[src/rtl/cacheline_adapter_if.sv]
// Cache-to-memory bundle: line-wide dfp request/response side plus beat-wide bmem burst side.
// slave = the adapter; master = the cache requester and burst memory that surround it.
`timescale 1ns/1ps
interface cacheline_adapter_if #(
  parameter int LINE_WIDTH = 256,
  parameter int BEAT_WIDTH = 64
);
  logic [31:0]           dfp_addr;
  logic                  dfp_read;
  logic                  dfp_write;
  logic [LINE_WIDTH-1:0] dfp_wdata;
  logic [LINE_WIDTH-1:0] dfp_rdata;
  logic                  dfp_resp;

  logic [31:0]           bmem_addr;
  logic                  bmem_read;
  logic                  bmem_write;
  logic [BEAT_WIDTH-1:0] bmem_wdata;
  logic                  bmem_ready;
  logic [31:0]           bmem_raddr;
  logic [BEAT_WIDTH-1:0] bmem_rdata;
  logic                  bmem_rvalid;

  modport slave (
    input  dfp_addr, dfp_read, dfp_write, dfp_wdata,
    output dfp_rdata, dfp_resp,
    output bmem_addr, bmem_read, bmem_write, bmem_wdata,
    input  bmem_ready, bmem_raddr, bmem_rdata, bmem_rvalid
  );

  modport master (
    output dfp_addr, dfp_read, dfp_write, dfp_wdata,
    input  dfp_rdata, dfp_resp,
    input  bmem_addr, bmem_read, bmem_write, bmem_wdata,
    output bmem_ready, bmem_raddr, bmem_rdata, bmem_rvalid
  );
endinterface

[src/rtl/cacheline_adapter.sv]
// Turns one line read/write into a 4-beat burst; dfp_resp one cycle after the last read beat / accepted write beat.
// Backpressure: bmem_ready gates the read issue and every write beat; read beats are taken whenever bmem_rvalid.
`timescale 1ns/1ps
module cacheline_adapter #(
  parameter int LINE_WIDTH = 256,
  parameter int BEAT_WIDTH = 64
) (
  input  logic                clk,
  input  logic                rst,
  cacheline_adapter_if.slave  bus
);
  localparam int BEATS = LINE_WIDTH / BEAT_WIDTH;
  localparam int CNT_W = (BEATS > 1) ? $clog2(BEATS) : 1;
  localparam int OFF_W = $clog2(LINE_WIDTH / 8);
  localparam logic [CNT_W-1:0] LAST = CNT_W'(BEATS - 1);

  typedef enum logic [1:0] {IDLE, RD_WAIT, WR_BURST, DONE} state_t;

  state_t                state, state_nxt;
  logic [CNT_W-1:0]      cnt, cnt_nxt;
  logic [31:0]           addr_q, addr_nxt;
  logic [LINE_WIDTH-1:0] line_q, line_nxt;
  logic [31:0]           addr_aligned;
  logic                  unused_inputs;

  assign addr_aligned  = {bus.dfp_addr[31:OFF_W], OFF_W'(0)};
  // Return-beat address tags and the in-line byte offset carry no information here.
  assign unused_inputs = ^{bus.bmem_raddr, bus.dfp_addr[OFF_W-1:0]};
  // One register serves as write staging and read assembly buffer.
  assign bus.dfp_rdata = line_q;

  always_ff @(posedge clk) begin
    if (rst) begin
      state  <= IDLE;
      cnt    <= '0;
      addr_q <= '0;
      line_q <= '0;
    end else begin
      state  <= state_nxt;
      cnt    <= cnt_nxt;
      addr_q <= addr_nxt;
      line_q <= line_nxt;
    end
  end

  always_comb begin
    state_nxt      = state;
    cnt_nxt        = cnt;
    addr_nxt       = addr_q;
    line_nxt       = line_q;
    bus.dfp_resp   = 1'b0;
    bus.bmem_read  = 1'b0;
    bus.bmem_write = 1'b0;
    bus.bmem_addr  = '0;
    bus.bmem_wdata = '0;

    unique case (state)
      IDLE: begin
        // Write takes priority so a both-high request still behaves deterministically.
        if (bus.dfp_write) begin
          line_nxt  = bus.dfp_wdata;
          addr_nxt  = addr_aligned;
          cnt_nxt   = '0;
          state_nxt = WR_BURST;
        end else if (bus.dfp_read && bus.bmem_ready) begin
          bus.bmem_read = 1'b1;
          bus.bmem_addr = addr_aligned;
          addr_nxt      = addr_aligned;
          cnt_nxt       = '0;
          state_nxt     = RD_WAIT;
        end
      end

      RD_WAIT: begin
        if (bus.bmem_rvalid) begin
          line_nxt[int'(cnt)*BEAT_WIDTH +: BEAT_WIDTH] = bus.bmem_rdata;
          cnt_nxt = cnt + 1'b1;
          if (cnt == LAST) state_nxt = DONE;
        end
      end

      WR_BURST: begin
        bus.bmem_write = 1'b1;
        bus.bmem_addr  = addr_q;
        bus.bmem_wdata = line_q[int'(cnt)*BEAT_WIDTH +: BEAT_WIDTH];
        if (bus.bmem_ready) begin
          cnt_nxt = cnt + 1'b1;
          if (cnt == LAST) state_nxt = DONE;
        end
      end

      DONE: begin
        bus.dfp_resp = 1'b1;
        state_nxt    = IDLE;
      end

      default: state_nxt = IDLE;
    endcase
  end
endmodule

[src/flat_wrapper.sv]
// flat-port wrapper written by rule: the top's interface ports become plain ports
module cacheline_adapter_flat 
#(
  parameter int LINE_WIDTH = 256,
  parameter int BEAT_WIDTH = 64
)
  (clk, rst, bus_dfp_addr, bus_dfp_read, bus_dfp_write, bus_dfp_wdata, bus_dfp_rdata, bus_dfp_resp, bus_bmem_addr, bus_bmem_read, bus_bmem_write, bus_bmem_wdata, bus_bmem_ready, bus_bmem_raddr, bus_bmem_rdata, bus_bmem_rvalid);
  cacheline_adapter_if #(.LINE_WIDTH(LINE_WIDTH), .BEAT_WIDTH(BEAT_WIDTH)) bus_i ();
  input  logic clk;
  input  logic rst;
  input wire logic [$bits(bus_i.dfp_addr)-1:0] bus_dfp_addr;
  input wire logic [$bits(bus_i.dfp_read)-1:0] bus_dfp_read;
  input wire logic [$bits(bus_i.dfp_write)-1:0] bus_dfp_write;
  input wire logic [$bits(bus_i.dfp_wdata)-1:0] bus_dfp_wdata;
  output wire logic [$bits(bus_i.dfp_rdata)-1:0] bus_dfp_rdata;
  output wire logic [$bits(bus_i.dfp_resp)-1:0] bus_dfp_resp;
  output wire logic [$bits(bus_i.bmem_addr)-1:0] bus_bmem_addr;
  output wire logic [$bits(bus_i.bmem_read)-1:0] bus_bmem_read;
  output wire logic [$bits(bus_i.bmem_write)-1:0] bus_bmem_write;
  output wire logic [$bits(bus_i.bmem_wdata)-1:0] bus_bmem_wdata;
  input wire logic [$bits(bus_i.bmem_ready)-1:0] bus_bmem_ready;
  input wire logic [$bits(bus_i.bmem_raddr)-1:0] bus_bmem_raddr;
  input wire logic [$bits(bus_i.bmem_rdata)-1:0] bus_bmem_rdata;
  input wire logic [$bits(bus_i.bmem_rvalid)-1:0] bus_bmem_rvalid;
  assign bus_i.dfp_addr = bus_dfp_addr;
  assign bus_i.dfp_read = bus_dfp_read;
  assign bus_i.dfp_write = bus_dfp_write;
  assign bus_i.dfp_wdata = bus_dfp_wdata;
  assign bus_dfp_rdata = bus_i.dfp_rdata;
  assign bus_dfp_resp = bus_i.dfp_resp;
  assign bus_bmem_addr = bus_i.bmem_addr;
  assign bus_bmem_read = bus_i.bmem_read;
  assign bus_bmem_write = bus_i.bmem_write;
  assign bus_bmem_wdata = bus_i.bmem_wdata;
  assign bus_i.bmem_ready = bus_bmem_ready;
  assign bus_i.bmem_raddr = bus_bmem_raddr;
  assign bus_i.bmem_rdata = bus_bmem_rdata;
  assign bus_i.bmem_rvalid = bus_bmem_rvalid;
  cacheline_adapter #(.LINE_WIDTH(LINE_WIDTH), .BEAT_WIDTH(BEAT_WIDTH)) u_core (.clk(clk), .rst(rst), .bus(bus_i));
endmodule
[config.mk]
export PLATFORM = sky130hd
export DESIGN_NAME = cacheline_adapter_flat
export DESIGN_NICKNAME = d
export VERILOG_FILES = /design/src/rtl/cacheline_adapter_if.sv /design/src/rtl/cacheline_adapter.sv /design/src/flat_wrapper.sv
export SDC_FILE = /design/constraint.sdc
export NUM_CORES = 1
export LEC_CHECK = 0
export BUFFER_PORTS_ARGS = -buffer_cell sky130_fd_sc_hd__buf_2
export CORE_AREA = 2 2 287 289
export CTS_CLUSTER_DIAMETER = 200
export CTS_CLUSTER_SIZE = 24
export DETAILED_ROUTE_END_ITERATION = 16
export DIE_AREA = 0 0 289 291
export PLACE_DENSITY = 0.39
export SETUP_SLACK_MARGIN = 0.1
export SLEW_MARGIN = 20
export SYNTH_ARGS = -nofsm -noshare
export SYNTH_HDL_FRONTEND = slang
export SYNTH_SLANG_ARGS = --single-unit
[constraint.sdc]
create_clock -name clk -period 3.1 [get_ports clk]
set_input_delay 0.31 -clock clk [delete_from_list [all_inputs] [get_ports clk]]
set_output_delay 0.31 -clock clk [all_outputs]
set_load 0.05 [all_outputs]
==> impl_metrics.json, run 1 <==
{
  "outcome": "finished clean",
  "clk_latency_ns": 0.57,
  "synth-seq-area-share_pct": 33.5,
  "ff_latch_area_sq_um": 5750,
  "cpPeakStageDelay_ns": 0.55,
  "grt_max_degree": 154,
  "rows": 105,
  "finalMaxSlewViolations": 0,
  "ant_nets": 0,
  "utilization_pct": 28.2,
  "die_area_sq_um": 84100,
  "final_nets": 2934,
  "endpoint_kind": "output pin",
  "pin_count": 745,
  "async_reset_ff_share_pct": 0,
  "synth_area_leaders": "dfxtp_1, a21oi_1, a311oi_1, mux4_2, nand2b_1",
  "synthFlopType": "dfxtp_1",
  "clk_path_buf_depth": 3,
  "rrSetupSlack_ns": 0.63,
  "drcViolationCount": 0,
  "crit_fanout": 37,
  "stdcell_count": 3614,
  "drv_cap": 0,
  "portBuffers": 702,
  "setup_tns_ns": 0,
  "cts_tree": "yes",
  "post_drt_wl_per_cell_microns": 26.2,
  "viasPerCell": 5.30,
  "startpoint_type": "flip-flop",
  "die_w_microns": 289,
  "drtIter0Drc": 1350,
  "worst_pin_slew_ns": 1.12,
  "antenna_found_initial": 20,
  "drive_above_1_share_pct": 34.3,
  "grt_overflow": 0,
  "crit_path_cell_trace": "inv_1 > ha_4 > buf_12 > and2_1 > buf_2",
  "fp.dieH_microns": 291,
  "critical_path.startpoint": "u_core.state[0]",
  "h-tree-depth": 1,
  "place_inst": 3502,
  "ys_types": 32,
  "relSlewSlack_pct": 25.6,
  "root_buffer": "clkbuf_16",
  "synth_top_area_share_pct": 33.5,
  "hold_violations": 0,
  "synth-seq-cells": 287,
  "area_growth_pct": 33.2,
  "min_path_type": "primary input to flip-flop",
  "yosysTopAreaCell": "dfxtp_1",
  "powerDensity_nw_per_um2": 1010,
  "final_area_sq_um": 22900,
  "clock-sinks": 287,
  "crit_buf_inv": 3,
  "clk_pin_slew_ns": 0.12,
  "cts_buffers": 15,
  "critPathTopFamily": "buffers and inverters",
  "crit_cells": 5,
  "synth_cells": 1937,
  "grt_pass1_wl_mm": 137,
  "critical_path_class": "flip-flop to output pin",
  "fmax_mhz": 359,
  "holdPathStages": 3,
  "critPathSlowestCell": "ha_4",
  "layout_common_cells": "buf_2, a21oi_1, dfxtp_1, nand2b_1, a311oi_1",
  "leakage_nw": 9.27,
  "syn_area_sq_um": 17200,
  "reg2reg_from": "u_core.cnt[0]",
  "place.gp.congestion": 0.853,
  "vias": 19144,
  "skew_ns": 0.0470,
  "first_global_vias": 19142,
  "avgSynthCellArea_sq_um": 8.86,
  "fp.coreArea_sq_um": 81200,
  "hpwl_mm": 63.1,
  "crit_arrival_ns": 2.48,
  "drt_wl_total_mm": 94.7,
  "track_usage_pct": 21.4,
  "period_share_pct": 90.0,
  "final_period_minus_worst_setup_slack_ns": 2.79,
  "r2r_end": "u_core.bus.dfp_rdata[213]",
  "yosysWarnings": 0,
  "rsz0062_at_grt": "false",
  "reg2regPathDepth": 6,
  "firstDrtPassIters": 5,
  "endpoint": "bus_bmem_wdata[57]",
  "postPlaceCellArea_sq_um": 21600,
  "setup_violations": 0,
  "required_ns": 2.79,
  "multi_input_area_sq_um": 10200,
  "nFillCells": 8862,
  "synth_edf_count": 0,
  "start_util_pct": 21.1,
  "layout_commonest_cell": "buf_2",
  "ir_drop_v": 0.000657
}
layout make-up:
type / instances / share of cell area, %
Timing Repair Buffer: 847 / 22.6
Tap cell: 1070 / 5.86
Clock inverter: 1 / 0.0383
Antenna cell: 9 / 0.0985
Multi-Input combinational cell: 1377 / 44.5
Sequential cell: 287 / 25.2
Clock buffer: 17 / 1.67
Inverter: 6 / 0.0985
sequential cells by signal, summed over array words and instances (netlist names):
register and count:
u_core.bus.dfp_rdata 256, u_core.addr_q 27, u_core.cnt 2, u_core.state 2
per-stage QoR:
step	setup slack, ns	power (mW)	hold WS, ns
6_report	0.311	23.0	0.0226
3_5_place_dp	0.636	20.6	0.470
4_1_cts	0.137	23.1	0.000504
5_1_grt	0.121	24.2	0.00740
3_3_place_gp	0.656	20.5	0.462
2_1_floorplan	0.779	16.1	0.454
synth_stat cells (2+ instances only):
| cell | n |
|---|---|
| a21oi_1 | 350 |
| dfxtp_1 | 287 |
| nand2b_1 | 194 |
| a311oi_1 | 192 |
| nand4_1 | 128 |
| clkbuf_1 | 125 |
| buf_2 | 109 |
| nand3_1 | 93 |
| nor2b_1 | 70 |
| and2_1 | 68 |
| a211oi_1 | 64 |
| and4b_1 | 64 |
| mux4_2 | 64 |
| a22o_1 | 27 |
| o21ai_0 | 27 |
| buf_6 | 23 |
| buf_4 | 11 |
| ha_1 | 10 |
| inv_1 | 6 |
| a21bo_2 | 4 |
| nand2_1 | 4 |
| buf_1 | 3 |
| a2111oi_2 | 2 |
| mux2_2 | 2 |
| mux2i_1 | 2 |
| nor2_1 | 2 |
worst min-delay path by stage:
stage,startpoint,end,slack [ns]
floorplan,u_core.addr_q[10],u_core.addr_q[10],0.45
global placement,u_core.addr_q[8],u_core.addr_q[8],0.46
detailed placement,u_core.addr_q[9],u_core.addr_q[9],0.47
CTS,bus_dfp_wdata[168],u_core.bus.dfp_rdata[168],0.0005
global route,bus_dfp_addr[8],u_core.addr_q[8],0.007
finish,bus_dfp_addr[10],u_core.addr_q[10],0.02
worst register-to-register path: cells and delay by family, from the launching register on:
family,cells,cell delay (ns)
AO/OA/AOI/OAI,1,0.36
adder cells (fa/ha/maj),1,0.29
buffers and inverters,2,0.83
flip-flops,1,0.44
AND/OR/NAND/NOR,2,0.40
kinds of logic (layout without fill, tap and decap cells):
kind of cell    after synthesis  count (layout)  synth area share, %
flops                       287             287                 33.5
simple gates                626             626                 23.5
other cells                   1              14               0.0219
compound gates              667             667                 25.4
fa+ha+maj                    10              10                0.729
buf+inv                     277             871                 8.10
mux                          69              69                 8.74
where the power goes:
| part | internal [mW] | leakage [nW] | switching (mW) |
|---|---|---|---|
| logic | 4.32 | 6.70 | 10.2 |
| registers | 4.90 | 2.38 | 1.22 |
| clock network | 0.897 | 0.192 | 1.45 |
| total | 10.1 | 9.27 | 12.9 |
layer usage:
layer / track usage [%] / vias to the layer above / wire (microns)
li1: - / 8621 / -
met1: 28.9 / 9604 / 41000
met2: 35.8 / 801 / 45500
met3: 3.35 / 104 / 6290
met4: 4.79 / 14 / 1790
met5: 0 / - / 79
what timing repair did:
| item | CTS | global route |
|---|---|---|
| hold endpoints to repair | 84 | 0 |
| gates resized for setup | 2 | 5 |
| hold buffers | 84 | 0 |
| setup endpoints to repair | 28 | 27 |
| buffers inserted | 1 | 0 |
No activity file was read; power rests on OpenSTA's default activity.
==> run 2, diff against run 1 <==
- clock period: 3.1 -> 3 ns (I/O delays scaled with it)
==> run 2 against run 1 <==
Combinational power is 3% higher. Sequential share of layout area is 0.49 points higher. Global-route usage hardly changed. Critical path depth is 3 higher. Power is 3.4% higher. Critical endpoint is now bus_bmem_addr[19].
==> impl_metrics.json, run 2 (synthesis results as in run 1) <==
{
  "setup_violations": 0,
  "critical_path_class": "flip-flop to output pin",
  "portBuffers": 702,
  "nFillCells": 8809,
  "final_period_minus_worst_setup_slack_ns": 2.74,
  "die_area_sq_um": 84100,
  "critical_path.startpoint": "u_core.state[0]",
  "crit_arrival_ns": 2.44,
  "crit_path_cell_trace": "inv_1 > ha_2 > buf_12 > nand2b_1 > nor2_2 > buf_8 > a22o_1 > clkbuf_4",
  "rows": 105,
  "track_usage_pct": 21.4,
  "use_met2_pct": 35.5,
  "final_nets": 2880,
  "root_buffer": "clkbuf_16",
  "drt_wl_total_mm": 95.4,
  "final.setup.worst_slack_ns": 0.260,
  "startpoint_type": "flip-flop",
  "crit_buf_inv": 4,
  "fp.coreArea_sq_um": 81200,
  "layout_common_cells": "buf_2, a21oi_1, dfxtp_1, nand2b_1, a311oi_1",
  "skew_ns": 0.0140,
  "ant_nets": 0,
  "met3_usage_pct": 3.65,
  "place_inst": 3505,
  "drv_cap": 0,
  "setup_tns_ns": 0,
  "clk_latency_ns": 0.54,
  "clkPwrFrac_pct": 10.0,
  "firstDrtPassIters": 5,
  "clk_path_buf_depth": 3,
  "rsz0062_at_grt": "true",
  "endpoint_kind": "output pin",
  "die_w_microns": 289,
  "ir_drop_v": 0.000511,
  "worst_pin_slew_ns": 1.17,
  "drive_above_1_share_pct": 35.1,
  "crit_fanout": 32,
  "grt_pass1_wl_mm": 136,
  "antenna_found_initial": 28,
  "drtIter0Drc": 1531,
  "cts_tree": "yes",
  "switching_share_pct": 56.1,
  "post_drt_wl_per_cell_microns": 26.8,
  "clk_pin_slew_ns": 0.11,
  "postPlaceCellArea_sq_um": 21700,
  "h-tree-depth": 1,
  "grt_max_degree": 132,
  "place.gp.congestion": 0.868,
  "start_util_pct": 21.1,
  "reg2reg_from": "u_core.cnt[0]",
  "fp.dieH_microns": 291,
  "powerDensity_nw_per_um2": 1060,
  "grt_busiest_layer": "met2",
  "area_growth_pct": 30.7,
  "critPathTopFamily": "buffers and inverters",
  "stdcell_count": 3564,
  "worst_hold_slack_ns": 0.0294,
  "first_global_vias": 18596,
  "pin_count": 745,
  "min_from": "bus_dfp_wdata[159]",
  "layout_commonest_cell": "buf_2",
  "drcViolationCount": 0,
  "min_path_type": "primary input to flip-flop",
  "p_sw_mw": 13.3,
  "hpwl_mm": 64.2,
  "comb_power_share_pct": 63.3,
  "place_ws_ns": 0.529,
  "required_ns": 2.70,
  "critPathSlowestCell": "dfxtp_1",
  "outcome": "finished clean",
  "cpPeakStageDelay_ns": 0.38,
  "fmax_mhz": 365,
  "pwr-share-seq_pct": 26.7,
  "viasPerCell": 5.35,
  "hold_violations": 0,
  "relSlewSlack_pct": 21.7,
  "largest_reg_flops": 256,
  "final_area_sq_um": 22400,
  "utilization_pct": 27.6,
  "period_share_pct": 91.3,
  "cts_buffers": 15,
  "finalMaxSlewViolations": 0,
  "leakage_nw": 9.08,
  "p_int_mw": 10.4,
  "power_mw": 23.8,
  "clock-sinks": 287,
  "grt_overflow": 0,
  "vias": 19060,
  "use_met1_pct": 28.7
}
==> run 2: layout make-up <==
| cell class | count | area (sq um) | share of cell area [%] |
|---|---|---|---|
| Antenna cell | 14 | 35.0 | 0.156 |
| Clock buffer | 17 | 383 | 1.71 |
| Inverter | 6 | 22.5 | 0.100 |
| Multi-Input combinational cell | 1377 | 10200 | 45.4 |
| Sequential cell | 287 | 5750 | 25.7 |
| Tap cell | 1070 | 1340 | 5.97 |
| Timing Repair Buffer | 793 | 4720 | 21.1 |
==> run 2: worst reg2reg max path, cell delays in order (launching register included) <==
cell,delay (ns)
dfxtp_4,0.41
inv_1,0.22
ha_4,0.26
buf_4,0.43
a21bo_4,0.21
buf_4,0.38
a21oi_1,0.21
a211oi_1,0.25
==> run 2: path summary, 6_finish.rpt <==
check	depth (start not counted)	to	slack, ns
worst min register to register	2	u_core.addr_q[22]	0.48
worst max register to register	7	u_core.bus.dfp_rdata[1]	0.54
worst max-delay path	8	bus_bmem_addr[19]	0.26
worst min-delay path	3	u_core.bus.dfp_rdata[159]	0.03
==> run 2: power groups by stage <==
stage               logic (mW)  clock network [mW]  registers (mW)
floorplan                 6.75                   0            9.86
global placement          14.9                   0            6.38
detailed placement        15.0                   0            6.42
CTS                       15.1                2.48            6.35
global route              15.9                2.58            6.48
finish                    15.0                2.37            6.36
==> run 2: per-layer routing <==
layer	up-vias	part of all wire (%)
met5	-	0.14
li1	8521	-
met3	114	7.0
met1	9549	43
met2	854	48
met4	22	2.1
==> run 2: timing repair <==
action | CTS | global route
endpoints found under the setup margin | 46 | 28
buffers inserted | 1 | 0
hold endpoints to repair | 27 | 0
resized for setup | 3 | 11
hold buffers | 27 | 0
==> run 3, diff against run 2 <==
- ABC_AREA: default -> 1
- CORE_AREA: 2 2 287 289 -> 2 2 289 291
- DIE_AREA: 0 0 289 291 -> 0 0 291 293
==> run 3 against run 2 <==
Synthesized area rose by 1.7%. Worst setup slack got worse by 0.12 ns. Die area rose by 1.4%. Largest cell class unchanged. Non-clock buffer count fell by 37. Core utilization fell by 0.055 points. Clock skew rose by 0.0052 ns. Clock power rose by 5%. Synthesized cell count rose by 59%. Final area rose by 0.61%. Clock-buffer cell count did not move. Critical path type unchanged. Highest routed layer unchanged.
==> impl_metrics.json, run 3 <==
{
  "endpoint_kind": "output pin",
  "root_buffer": "clkbuf_16",
  "ys_types": 23,
  "die_area_sq_um": 85300,
  "grt_max_degree": 159,
  "largest_reg_flops": 256,
  "cpPeakStageDelay_ns": 0.37,
  "drive_above_1_share_pct": 21.9,
  "vias": 20903,
  "fp.dieH_microns": 293,
  "post_drt_wl_per_cell_microns": 20.6,
  "synth_area_leaders": "dfxtp_1, nand2_1, o21ai_0, nor2_1, inv_1",
  "cts_buffers": 15,
  "finalMaxSlewViolations": 0,
  "skew_ns": 0.0191,
  "drcViolationCount": 0,
  "layout_commonest_cell": "nand2_1",
  "track_usage_pct": 21.9,
  "relSlewSlack_pct": 38.7,
  "final_area_sq_um": 22600,
  "required_ns": 2.70,
  "ant_nets": 0,
  "drt_wl_total_mm": 97.2,
  "first_global_vias": 20168,
  "use_met2_pct": 38.8,
  "grt_overflow": 0,
  "h-tree-depth": 1,
  "rows": 105,
  "critical_path_class": "flip-flop to output pin",
  "clk_latency_ns": 0.55,
  "power_mw": 31.3,
  "cts_tree": "yes",
  "powerDensity_nw_per_um2": 1390,
  "met3_usage_pct": 4.84,
  "fp.coreArea_sq_um": 81800,
  "start_util_pct": 21.3,
  "stdcell_count": 4713,
  "clk_path_buf_depth": 3,
  "synth-seq-area-share_pct": 32.9,
  "hold_violations": 0,
  "portBuffers": 702,
  "yosysWarnings": 0,
  "use_met1_pct": 27.1,
  "synth_most_common_cell": "nand2_1",
  "clk_pin_slew_ns": 0.13,
  "place_inst": 4679,
  "drv_cap": 0,
  "crit_arrival_ns": 2.56,
  "startpoint_type": "flip-flop",
  "final_nets": 4026,
  "synth-seq-cells": 287,
  "firstDrtPassIters": 5,
  "leakage_nw": 11.8,
  "antenna_found_initial": 28,
  "crit_fanout": 28,
  "postPlaceCellArea_sq_um": 22100,
  "crit_path_cell_trace": "buf_4 > buf_4 > a21oi_1 > o21ai_0 > a21oi_1 > buf_2",
  "worst_pin_slew_ns": 0.919,
  "setup_tns_ns": 0,
  "critPathSlowestCell": "dfxtp_4",
  "final_period_minus_worst_setup_slack_ns": 2.86,
  "avgSynthCellArea_sq_um": 5.65,
  "drtIter0Drc": 1165,
  "die_w_microns": 291,
  "synth_top_area_share_pct": 32.9,
  "syn_area_sq_um": 17400,
  "synth_common_cells": "nand2_1, nor2_1, o21ai_0",
  "synth_edf_count": 0,
  "grt_pass1_wl_mm": 141,
  "yosysTopAreaCell": "dfxtp_1",
  "outcome": "finished clean",
  "area_growth_pct": 29.3,
  "async_reset_ff_share_pct": 0,
  "rsz0062_at_grt": "false",
  "pin_count": 745,
  "layout_common_cells": "nand2_1, buf_2, nor2_1, o21ai_0, inv_1",
  "period_share_pct": 95.4,
  "grt_busiest_layer": "met2",
  "ir_drop_v": 0.000776,
  "hpwl_mm": 68.0,
  "synth_cells": 3087,
  "synthFlopType": "dfxtp_1",
  "viasPerCell": 4.44,
  "place.gp.congestion": 0.810,
  "fmax_mhz": 349,
  "min_path_type": "primary input to flip-flop",
  "utilization_pct": 27.6,
  "setup_violations": 0,
  "clock-sinks": 287
}
## run 3: critical path: cells and delay by family, from the launching register on
family | cells | cell delay [ns]
buf+inv | 3 | 0.82
compound gates | 3 | 0.80
flops | 1 | 0.37
## run 3: metrics by stage
step	hold slack (ns)	setup WS (ns)
detailed placement	0.440	0.493
floorplan	0.425	0.332
CTS	0.00803	0.143
global route	0.0496	0.106
finish	0.0430	0.137
global placement	0.436	0.506
## run 3: timing repair
action / CTS / global route
gates resized for setup: 1 / 4
hold buffers: 0 / 0
endpoints found under the setup margin: 1 / 26
endpoints found under the hold margin: 0 / 0
buffers inserted: 0 / 0
## run 3: where the power goes
| group | internal, mW | total [mW] | switching (mW) |
|---|---|---|---|
| Sequential | 5.46 | 6.57 | 1.12 |
| Combinational | 5.24 | 22.2 | 17.0 |
| Clock | 0.924 | 2.49 | 1.57 |
| Total | 11.6 | 31.3 | 19.6 |
## run 3: final cells by class
cell class              count  area, sq um
fillers                  9616        59300
multi-input cells        2265         9660
flip-flops and latches    287         5750
repair buffers            756         4220
well taps                1070         1340
inverters                 301         1150
clock buffers              17          383
diodes                     17         42.5
## run 3: cell families after synthesis
family | after synthesis | synth area share (%)
AO/OA/AOI/OAI | 661 | 19.0
adder cells (fa/ha/maj) | 10 | 0.717
buffers and inverters | 539 | 12.3
flip-flops | 287 | 32.9
other | 1 | 0.0215
AND/OR/NAND/NOR | 1589 | 34.9
## run 3: final timing paths
path	startpoint	end	slack [ns]	depth (start not counted)
min reg2reg	u_core.addr_q[26]	u_core.addr_q[26]	0.45	2
max	u_core.cnt[1]	bus_bmem_wdata[14]	0.14	6
min	bus_dfp_addr[29]	u_core.addr_q[29]	0.04	3
max reg2reg	u_core.state[1]	u_core.bus.dfp_rdata[34]	0.49	9
## run 3: routing by layer
metal | up-vias | part of all wire [%] | wire length (microns)
li1 | 10626 | - | -
met1 | 9580 | 43 | 41600
met2 | 580 | 49 | 47900
met3 | 97 | 6.0 | 5870
met4 | 20 | 1.8 | 1740
met5 | - | 0.13 | 129
